$ cat src/rtl/osc_acq_if.sv
// Command/status bundle between the scope register bank and osc_acq_seq.
// The auto_i field exists only when ACQ_AUTO_REARM_EN is defined.
interface osc_acq_if #(
   parameter int CW = 32,
   parameter int AW = 14,
   parameter int DW = 17,
   parameter int NT = 15
);
   logic          arm_i;
   logic          acq_rst_i;
   logic [3:0]    trig_src_i;
   logic [NT-1:0] trig_vec_i;
   logic [CW-1:0] pre_len_i;
   logic [CW-1:0] post_len_i;
   logic [DW-1:0] dec_i;
`ifdef ACQ_AUTO_REARM_EN
   logic          auto_i;
`endif
   logic          smp_we_o;
   logic [AW-1:0] wr_ptr_o;
   logic [AW-1:0] trig_ptr_o;
   logic          armed_o;
   logic          trig_o;
   logic          busy_o;
   logic          done_o;
   logic [3:0]    src_act_o;

   modport master (
`ifdef ACQ_AUTO_REARM_EN
      output auto_i,
`endif
      output arm_i, acq_rst_i, trig_src_i, trig_vec_i,
      output pre_len_i, post_len_i, dec_i,
      input  smp_we_o, wr_ptr_o, trig_ptr_o, armed_o,
      input  trig_o, busy_o, done_o, src_act_o
   );

   modport slave (
`ifdef ACQ_AUTO_REARM_EN
      input  auto_i,
`endif
      input  arm_i, acq_rst_i, trig_src_i, trig_vec_i,
      input  pre_len_i, post_len_i, dec_i,
      output smp_we_o, wr_ptr_o, trig_ptr_o, armed_o,
      output trig_o, busy_o, done_o, src_act_o
   );
endinterface

$ cat src/rtl/osc_acq_seq.sv
// Scope acquisition sequencer: decimation, circular write pointer, pre/trig/post FSM.
// Optional auto re-arm from DONE is enabled by defining ACQ_AUTO_REARM_EN.
module osc_acq_seq #(
   parameter int CW = 32,
   parameter int AW = 14,
   parameter int DW = 17,
   parameter int NT = 15
) (
   input logic      adc_clk_i,
   input logic      adc_rstn_i,
   osc_acq_if.slave bus
);

   typedef enum logic [2:0] {
      S_IDLE, S_PRE, S_WAIT, S_POST, S_DONE
   } st_e;

   st_e           st_q;
   logic [DW-1:0] dec_cnt_q;
   logic [CW-1:0] pre_cnt_q;
   logic [CW-1:0] post_cnt_q;
   logic [AW-1:0] wr_ptr_q;
   logic [AW-1:0] trig_ptr_q;
   logic [3:0]    src_act_q;
   logic          smp_we_q;
   logic          trig_q;
   logic          done_q;

   logic          dec_stb;
   logic          rearm;
   logic          start;
   logic          post_end;
   logic          trig_hit;
   logic          we_d;
   logic [NT:0]   tv_ext;

   // bit 0 is tied low so source code 0 can never fire
   assign tv_ext   = {bus.trig_vec_i, 1'b0};
   assign dec_stb  = (bus.dec_i <= DW'(1)) ||
                     (dec_cnt_q == bus.dec_i - DW'(1));
   assign post_end = (post_cnt_q == bus.post_len_i);
   assign trig_hit = (st_q == S_WAIT) && tv_ext[src_act_q];

`ifdef ACQ_AUTO_REARM_EN
   assign rearm = (st_q == S_DONE) && bus.auto_i;
`else
   assign rearm = 1'b0;
`endif

   assign start = rearm || (bus.arm_i &&
                  ((st_q == S_IDLE) || (st_q == S_DONE)));

   // the closing POST cycle (count reached) writes nothing
   assign we_d = dec_stb && ((st_q == S_PRE) || (st_q == S_WAIT) ||
                 ((st_q == S_POST) && !post_end));

   always_ff @(posedge adc_clk_i or negedge adc_rstn_i) begin
      if (!adc_rstn_i) begin
         st_q       <= S_IDLE;
         dec_cnt_q  <= '0;
         pre_cnt_q  <= '0;
         post_cnt_q <= '0;
         wr_ptr_q   <= '0;
         trig_ptr_q <= '0;
         src_act_q  <= '0;
         smp_we_q   <= 1'b0;
         trig_q     <= 1'b0;
         done_q     <= 1'b0;
      end else begin
         trig_q    <= 1'b0;
         done_q    <= 1'b0;
         smp_we_q  <= we_d;
         dec_cnt_q <= dec_stb ? '0 : dec_cnt_q + DW'(1);
         if (smp_we_q) wr_ptr_q <= wr_ptr_q + AW'(1);

         if (bus.acq_rst_i) begin
            st_q       <= S_IDLE;
            smp_we_q   <= 1'b0;
            wr_ptr_q   <= '0;
            dec_cnt_q  <= '0;
            pre_cnt_q  <= '0;
            post_cnt_q <= '0;
            src_act_q  <= '0;
         end else if (start) begin
            st_q       <= S_PRE;
            src_act_q  <= bus.trig_src_i;
            dec_cnt_q  <= '0;
            pre_cnt_q  <= '0;
            post_cnt_q <= '0;
         end else begin
            case (st_q)
               S_PRE: begin
                  if (dec_stb && (pre_cnt_q < bus.pre_len_i))
                     pre_cnt_q <= pre_cnt_q + CW'(1);
                  if (pre_cnt_q >= bus.pre_len_i)
                     st_q <= S_WAIT;
               end
               S_WAIT: begin
                  // pending write lands at wr_ptr+1, so that is the trigger sample
                  if (trig_hit) begin
                     st_q       <= S_POST;
                     trig_q     <= 1'b1;
                     trig_ptr_q <= wr_ptr_q + AW'(smp_we_q);
                     src_act_q  <= '0;
                  end
               end
               S_POST: begin
                  if (post_end) begin
                     st_q   <= S_DONE;
                     done_q <= 1'b1;
                  end else if (dec_stb) begin
                     post_cnt_q <= post_cnt_q + CW'(1);
                  end
               end
               default: ;
            endcase
         end
      end
   end

   assign bus.smp_we_o   = smp_we_q;
   assign bus.wr_ptr_o   = wr_ptr_q;
   assign bus.trig_ptr_o = trig_ptr_q;
   assign bus.trig_o     = trig_q;
   assign bus.done_o     = done_q;
   assign bus.src_act_o  = src_act_q;
   assign bus.armed_o    = (st_q == S_PRE) || (st_q == S_WAIT);
   assign bus.busy_o     = (st_q == S_PRE) || (st_q == S_WAIT) ||
                           (st_q == S_POST);

endmodule

$ cat src/flat_wrapper.sv
// flat-port wrapper written by rule: the top's interface ports become plain ports
module osc_acq_seq_flat 
#(
   parameter int CW = 32,
   parameter int AW = 14,
   parameter int DW = 17,
   parameter int NT = 15
)
  (adc_clk_i, adc_rstn_i, bus_arm_i, bus_acq_rst_i, bus_trig_src_i, bus_trig_vec_i, bus_pre_len_i, bus_post_len_i, bus_dec_i, bus_smp_we_o, bus_wr_ptr_o, bus_trig_ptr_o, bus_armed_o, bus_trig_o, bus_busy_o, bus_done_o, bus_src_act_o);
  osc_acq_if #(.CW(CW), .AW(AW), .DW(DW), .NT(NT)) bus_i ();
  input logic adc_clk_i;
  input logic adc_rstn_i;
  input wire logic [$bits(bus_i.arm_i)-1:0] bus_arm_i;
  input wire logic [$bits(bus_i.acq_rst_i)-1:0] bus_acq_rst_i;
  input wire logic [$bits(bus_i.trig_src_i)-1:0] bus_trig_src_i;
  input wire logic [$bits(bus_i.trig_vec_i)-1:0] bus_trig_vec_i;
  input wire logic [$bits(bus_i.pre_len_i)-1:0] bus_pre_len_i;
  input wire logic [$bits(bus_i.post_len_i)-1:0] bus_post_len_i;
  input wire logic [$bits(bus_i.dec_i)-1:0] bus_dec_i;
  output wire logic [$bits(bus_i.smp_we_o)-1:0] bus_smp_we_o;
  output wire logic [$bits(bus_i.wr_ptr_o)-1:0] bus_wr_ptr_o;
  output wire logic [$bits(bus_i.trig_ptr_o)-1:0] bus_trig_ptr_o;
  output wire logic [$bits(bus_i.armed_o)-1:0] bus_armed_o;
  output wire logic [$bits(bus_i.trig_o)-1:0] bus_trig_o;
  output wire logic [$bits(bus_i.busy_o)-1:0] bus_busy_o;
  output wire logic [$bits(bus_i.done_o)-1:0] bus_done_o;
  output wire logic [$bits(bus_i.src_act_o)-1:0] bus_src_act_o;
  assign bus_i.arm_i = bus_arm_i;
  assign bus_i.acq_rst_i = bus_acq_rst_i;
  assign bus_i.trig_src_i = bus_trig_src_i;
  assign bus_i.trig_vec_i = bus_trig_vec_i;
  assign bus_i.pre_len_i = bus_pre_len_i;
  assign bus_i.post_len_i = bus_post_len_i;
  assign bus_i.dec_i = bus_dec_i;
  assign bus_smp_we_o = bus_i.smp_we_o;
  assign bus_wr_ptr_o = bus_i.wr_ptr_o;
  assign bus_trig_ptr_o = bus_i.trig_ptr_o;
  assign bus_armed_o = bus_i.armed_o;
  assign bus_trig_o = bus_i.trig_o;
  assign bus_busy_o = bus_i.busy_o;
  assign bus_done_o = bus_i.done_o;
  assign bus_src_act_o = bus_i.src_act_o;
  osc_acq_seq #(.CW(CW), .AW(AW), .DW(DW), .NT(NT)) u_core (.adc_clk_i(adc_clk_i), .adc_rstn_i(adc_rstn_i), .bus(bus_i));
endmodule
$ cat config.mk
export PLATFORM = sky130hd
export DESIGN_NAME = osc_acq_seq_flat
export DESIGN_NICKNAME = d
export VERILOG_FILES = /design/src/rtl/osc_acq_if.sv /design/src/rtl/osc_acq_seq.sv /design/src/flat_wrapper.sv
export SDC_FILE = /design/constraint.sdc
export NUM_CORES = 1
export LEC_CHECK = 0
export BUFFER_PORTS_ARGS = -buffer_cell sky130_fd_sc_hd__buf_2
export CORE_UTILIZATION = 60
export CTS_CLUSTER_SIZE = 10
export DETAILED_ROUTE_END_ITERATION = 8
export HOLD_SLACK_MARGIN = 0.15
export PLACE_DENSITY = 0.88
export SETUP_SLACK_MARGIN = 0.15
export SYNTH_ARGS = -nofsm -noshare
export SYNTH_HDL_FRONTEND = slang
export SYNTH_SLANG_ARGS = --single-unit
$ cat constraint.sdc
create_clock -name adc_clk_i -period 5.69 [get_ports adc_clk_i]
set_input_delay 0.569 -clock adc_clk_i [delete_from_list [all_inputs] [get_ports adc_clk_i]]
set_output_delay 0.569 -clock adc_clk_i [all_outputs]
set_load 0.1 [all_outputs]
==> flow_results.org <==
** Detailed routing
- The count of nets left with antenna violations once routing finished came out at 0.
- Post-DR vias/cell :: around 6.0
- The first detailed-routing pass ran for 5 iterations.
- The detailed router placed around 7,300 vias in this run.
- Final routed DRC violation total :: 0
- Number of DRC markers in iteration 0 :: slightly above 500
- The final layout contains routed wiring with a total length of 18.9 mm.
- Wire length per cell after detailed routing :: ~16 um

** Placed design
- IO buf count :: 140
- Final weighted congestion in routability-driven placement :: just under 0.9
- Before CTS, the worst setup slack after placement is ~1.4 ns.
- Post-detail-place hpwl :: roughly 13 mm

** Pwr
- Design Power :: 0.00233 W
- Sw frac :: about a third
- In this run the power spent charging and discharging nets is approximately 0.00074 W.
- The internal power of the cells totals approximately 0.0016 W.
- Proportion of power drawn by flip-flops and latches :: 38.2%
- The worst-case IR drop observed on VDD is 0.000253 V.
- Power density over the cells :: between 200 and 300 mW/mm^2
- Clk network pwr share :: 43.9%
- Static power due to leakage :: 4.27 nW
- Proportion of power drawn by combinational gates :: around 18%

** Final layout
- Number of nets in the final layout :: ~1,200
- Fraction of final layout cells sized beyond drive strength 1 :: a little under a fifth
- The library cell used most frequently in the layout, excluding fill and tap cells, is buf_2.
- Post-synthesis to final-layout area growth :: 17.7%
- In the layout the commonest cells are 139 x buf_2, 119 x dfrtp_1, 76 x a21oi_1.

** GRT
- Across every metal layer, demand over resource in global routing totals just under 30%.
- Busiest layer in global routing :: met2
- Entering global routing, the biggest net connects 70 pins.
- Global routing used under 10% of the available met3 tracks.
- Vias in the first global route :: 6,733
- Global routing consumed, on the met1 layer, around 37% of the routing resources.
- Aggregate global routing overflow :: 0
- Wire length of the first global-routing pass :: about 30 mm
- For this run, global-route usage on met2 was measured as between 40% and 50%.
- Number of antenna violations at the first check in global routing :: 1

** Setup path
- In this design, the largest share of critical-path delay is due to simple AND/OR/NAND/NOR gates.
- On the worst path, the slowest cell contributes a delay of ~0.70 ns.
- Slowest cell on crit path :: or4_1
- STA classifies the critical path startpoint as a primary input.
- Category of the most critical setup path :: in -> reg
- Number of buffer and inverter instances along the worst setup path :: 3
- Ordered cell list for the critical path :: buf_2 -> inv_1 -> ha_1 -> nor3b_1 -> and2_1 -> and4_1 -> o211ai_1 -> nor4_4 -> buf_4 -> o2111ai_2 -> or4_1 -> a21oi_1
- At the worst endpoint, the required time is between 6 and 7 ns.
- Worst EP arrival :: between 4 and 5 ns
- Crit path capture type :: register
- CP max FO :: 26

** Synthesis
- Total number of yosys warnings :: 0
- Of all flip-flops after synthesis, the portion carrying an async set or reset was between 90% and 100%.
- For this run, the register share of the synthesized area comes to a little under two fifths.
- Synth Area in Simple Gates :: approximately 23%
- Prevailing post-synth register cell :: dfrtp_1
- The synthesized netlist devotes under 10% of its cell area to adder and majority cells.
- Per-instance average area after synthesis :: between 8 and 9 um^2
- In this run, distinct cell masters in the synthesized netlist total 57.
- Measured against the total synthesized area, the mux share comes to approximately 2.1%.
- Count of flip-flops with a built-in enable after synthesis :: 0
- Netlist area before placement :: ~0.0078 mm^2
- Flip-flop and latch count after synthesis :: 119
- By area, the combinational part of the netlist is dominated by simple AND/OR/NAND/NOR gates.
- Synthesis produced between 800 and 900 cells.
- Summing the areas of all xor and xnor instances in the mapped netlist gives 10.3% of the synthesized area.
- The synthesized netlist devotes roughly 16% of its cell area to compound gates.
- The number of nets in the synthesized netlist is around 1,000.

** Worst hold path
- Class of the tightest hold or removal check :: in -> async

** STA
- RSZ-0062 raised after global routing :: no
- Final setup violation count :: 0
- Worst clock skew on the final layout :: approximately 0.0073 ns
- Dividing the final minimum period by the clock period gives approximately 69%.
- Setup Total Neg Slack :: 0 ns
- Measured against its own limit, the worst slew margin works out to between 30% and 40%.
- Setup ws final :: about 1.8 ns
- Upper clock frequency limit :: around 260 MHz
- Max-slew violation total from the final report :: 0
- Actual transition at the worst max-transition pin :: 1.01 ns
- Final count of hold timing violations :: 0
- Period minus WS final :: 3.90 ns

** CTS
- After clock tree synthesis, the setup repair step added 0 buffers.
- Num CTS Buffers :: 17
- Clk sink count :: roughly 120
- TritonCTS built the clock tree.
- The H-tree was split into 4 levels.
- Root Buffer Master :: clkbuf_16
- Clock-pin slew was measured on the worst setup and hold paths at 0.05 ns.
- Clock Path Buffers :: 2
- Clock latency on the worst-skew pair :: 0.42 ns
- Post-cts resize count :: 0
- CTS Hold Buffers Added :: 0

** Floorplanning
- Effective utilization at floorplan :: roughly 62%
- In this run the count of I/O pins placed on the die edge is between 100 and 150.
- Chip height :: around 120 um
- In this run the core area contains 41 standard-cell rows.
- The total area inside the core boundary comes to roughly 0.013 mm^2.
- Die ar. :: between 0.01 and 0.015 mm^2
- Die Width :: 116 um

** Run status
- Status :: finished clean

** Job
- Across the run, the number of max-cap violations was 0.
## flip-flops by register name, summed over array words and instances (netlist names)
register               count
u_core.bus.trig_ptr_o     14
u_core.bus.trig_o          1
u_core.bus.wr_ptr_o       14
u_core.pre_cnt_q          32
u_core.bus.done_o          1
u_core.st_q                3
u_core.bus.src_act_o       4
u_core.post_cnt_q         32
u_core.bus.smp_we_o        1
u_core.dec_cnt_q          17
## area by class of cell
| cell class | instances | area (um^2) |
|---|---|---|
| inverters | 54 | 203 |
| well taps | 172 | 215 |
| multi-input cells | 683 | 4520 |
| repair buffers | 145 | 741 |
| diodes | 1 | 2.50 |
| clock inverters | 13 | 125 |
| clock buffers | 19 | 443 |
| fillers | 972 | 3440 |
| flip-flops and latches | 119 | 2980 |
## path summary, 6_finish.rpt
kind                                                from                  endpoint  slack (ns)  depth (start not counted)
worst max-delay path                        bus_dec_i[0]     u_core.post_cnt_q[17]        1.79                         12
worst min-delay path                          adc_rstn_i     u_core.post_cnt_q[27]        0.15                          1
worst max register to register      u_core.pre_cnt_q[29]      u_core.pre_cnt_q[18]        1.90                         10
worst min register to register  u_core.bus.trig_ptr_o[2]  u_core.bus.trig_ptr_o[2]        0.47                          2
max in group asynchronous                     adc_rstn_i      u_core.pre_cnt_q[20]        4.22                          2
min in group adc_clk_i                 bus_trig_src_i[1]   u_core.bus.src_act_o[1]        0.36                          2
## logic make-up after synthesis
kind of cell | after synthesis
AOI/OAI and AO/OA | 202
xor gates and xnor gates | 92
adders and majority gates | 40
buffers and inverters | 86
DFF | 119
muxes | 11
and+or+nand+nor | 338
## worst reg2reg max path: stages (launching register included)
cell       delay [ns]
dfrtp_1          0.40
ha_1             0.31
a21o_1           0.16
a21o_1           0.16
a2111oi_0        0.56
o31ai_1          0.19
a21oi_1          0.54
o2111ai_1        0.50
buf_4            0.33
or4_1            0.41
a21oi_1          0.16
## routing by layer
metal,up-vias,wire (um)
met5,-,0
met4,0,497
met3,51,1340
met2,286,9150
met1,3435,7890
li1,3484,-
## synthesized netlist by cell type (14+ instances only)
library cell  instances  share of area (%)
clkbuf_1             23                1.1
and3_1               22                1.8
nand2_1              60                2.9
dfrtp_1             119                 38
o21ai_0              65                4.1
xor2_1               66                7.4
nand4_1              28                2.2
ha_1                 40                6.4
nor2_1               73                3.5
inv_1                54                2.6
nand3_1              38                2.4
xnor2_1              26                2.9
or3_1                42                3.4
o31ai_1              14                1.3
a21oi_1              76                4.9
or4_1                15                1.4
## stage by stage
step / cell area [um^2] / hold WS (ns) / std cells / util (%)
after floorplan: 7840 / 0.273 / 888 / -
after CTS: 9220 / 0.188 / 1205 / 72.8
after detailed placement: 8660 / 0.466 / 1173 / 68.3
after global placement: 8660 / 0.457 / 1173 / 68.3
after global routing: 9220 / 0.204 / 1205 / 72.8
final: 9230 / 0.155 / 1206 / 72.8
## power groups by stage
| stage | clock network, W | registers [W] | logic (W) |
|---|---|---|---|
| 4_1_cts | 0.00103 | 0.000890 | 0.000420 |
| 2_1_floorplan | 0 | 0.000939 | 0.000258 |
| 3_3_place_gp | 0 | 0.000904 | 0.000412 |
| 3_5_place_dp | 0 | 0.000905 | 0.000418 |
| 6_report | 0.00102 | 0.000891 | 0.000418 |
| 5_1_grt | 0.00107 | 0.000893 | 0.000452 |
No activity file was read; power rests on OpenSTA's default activity.
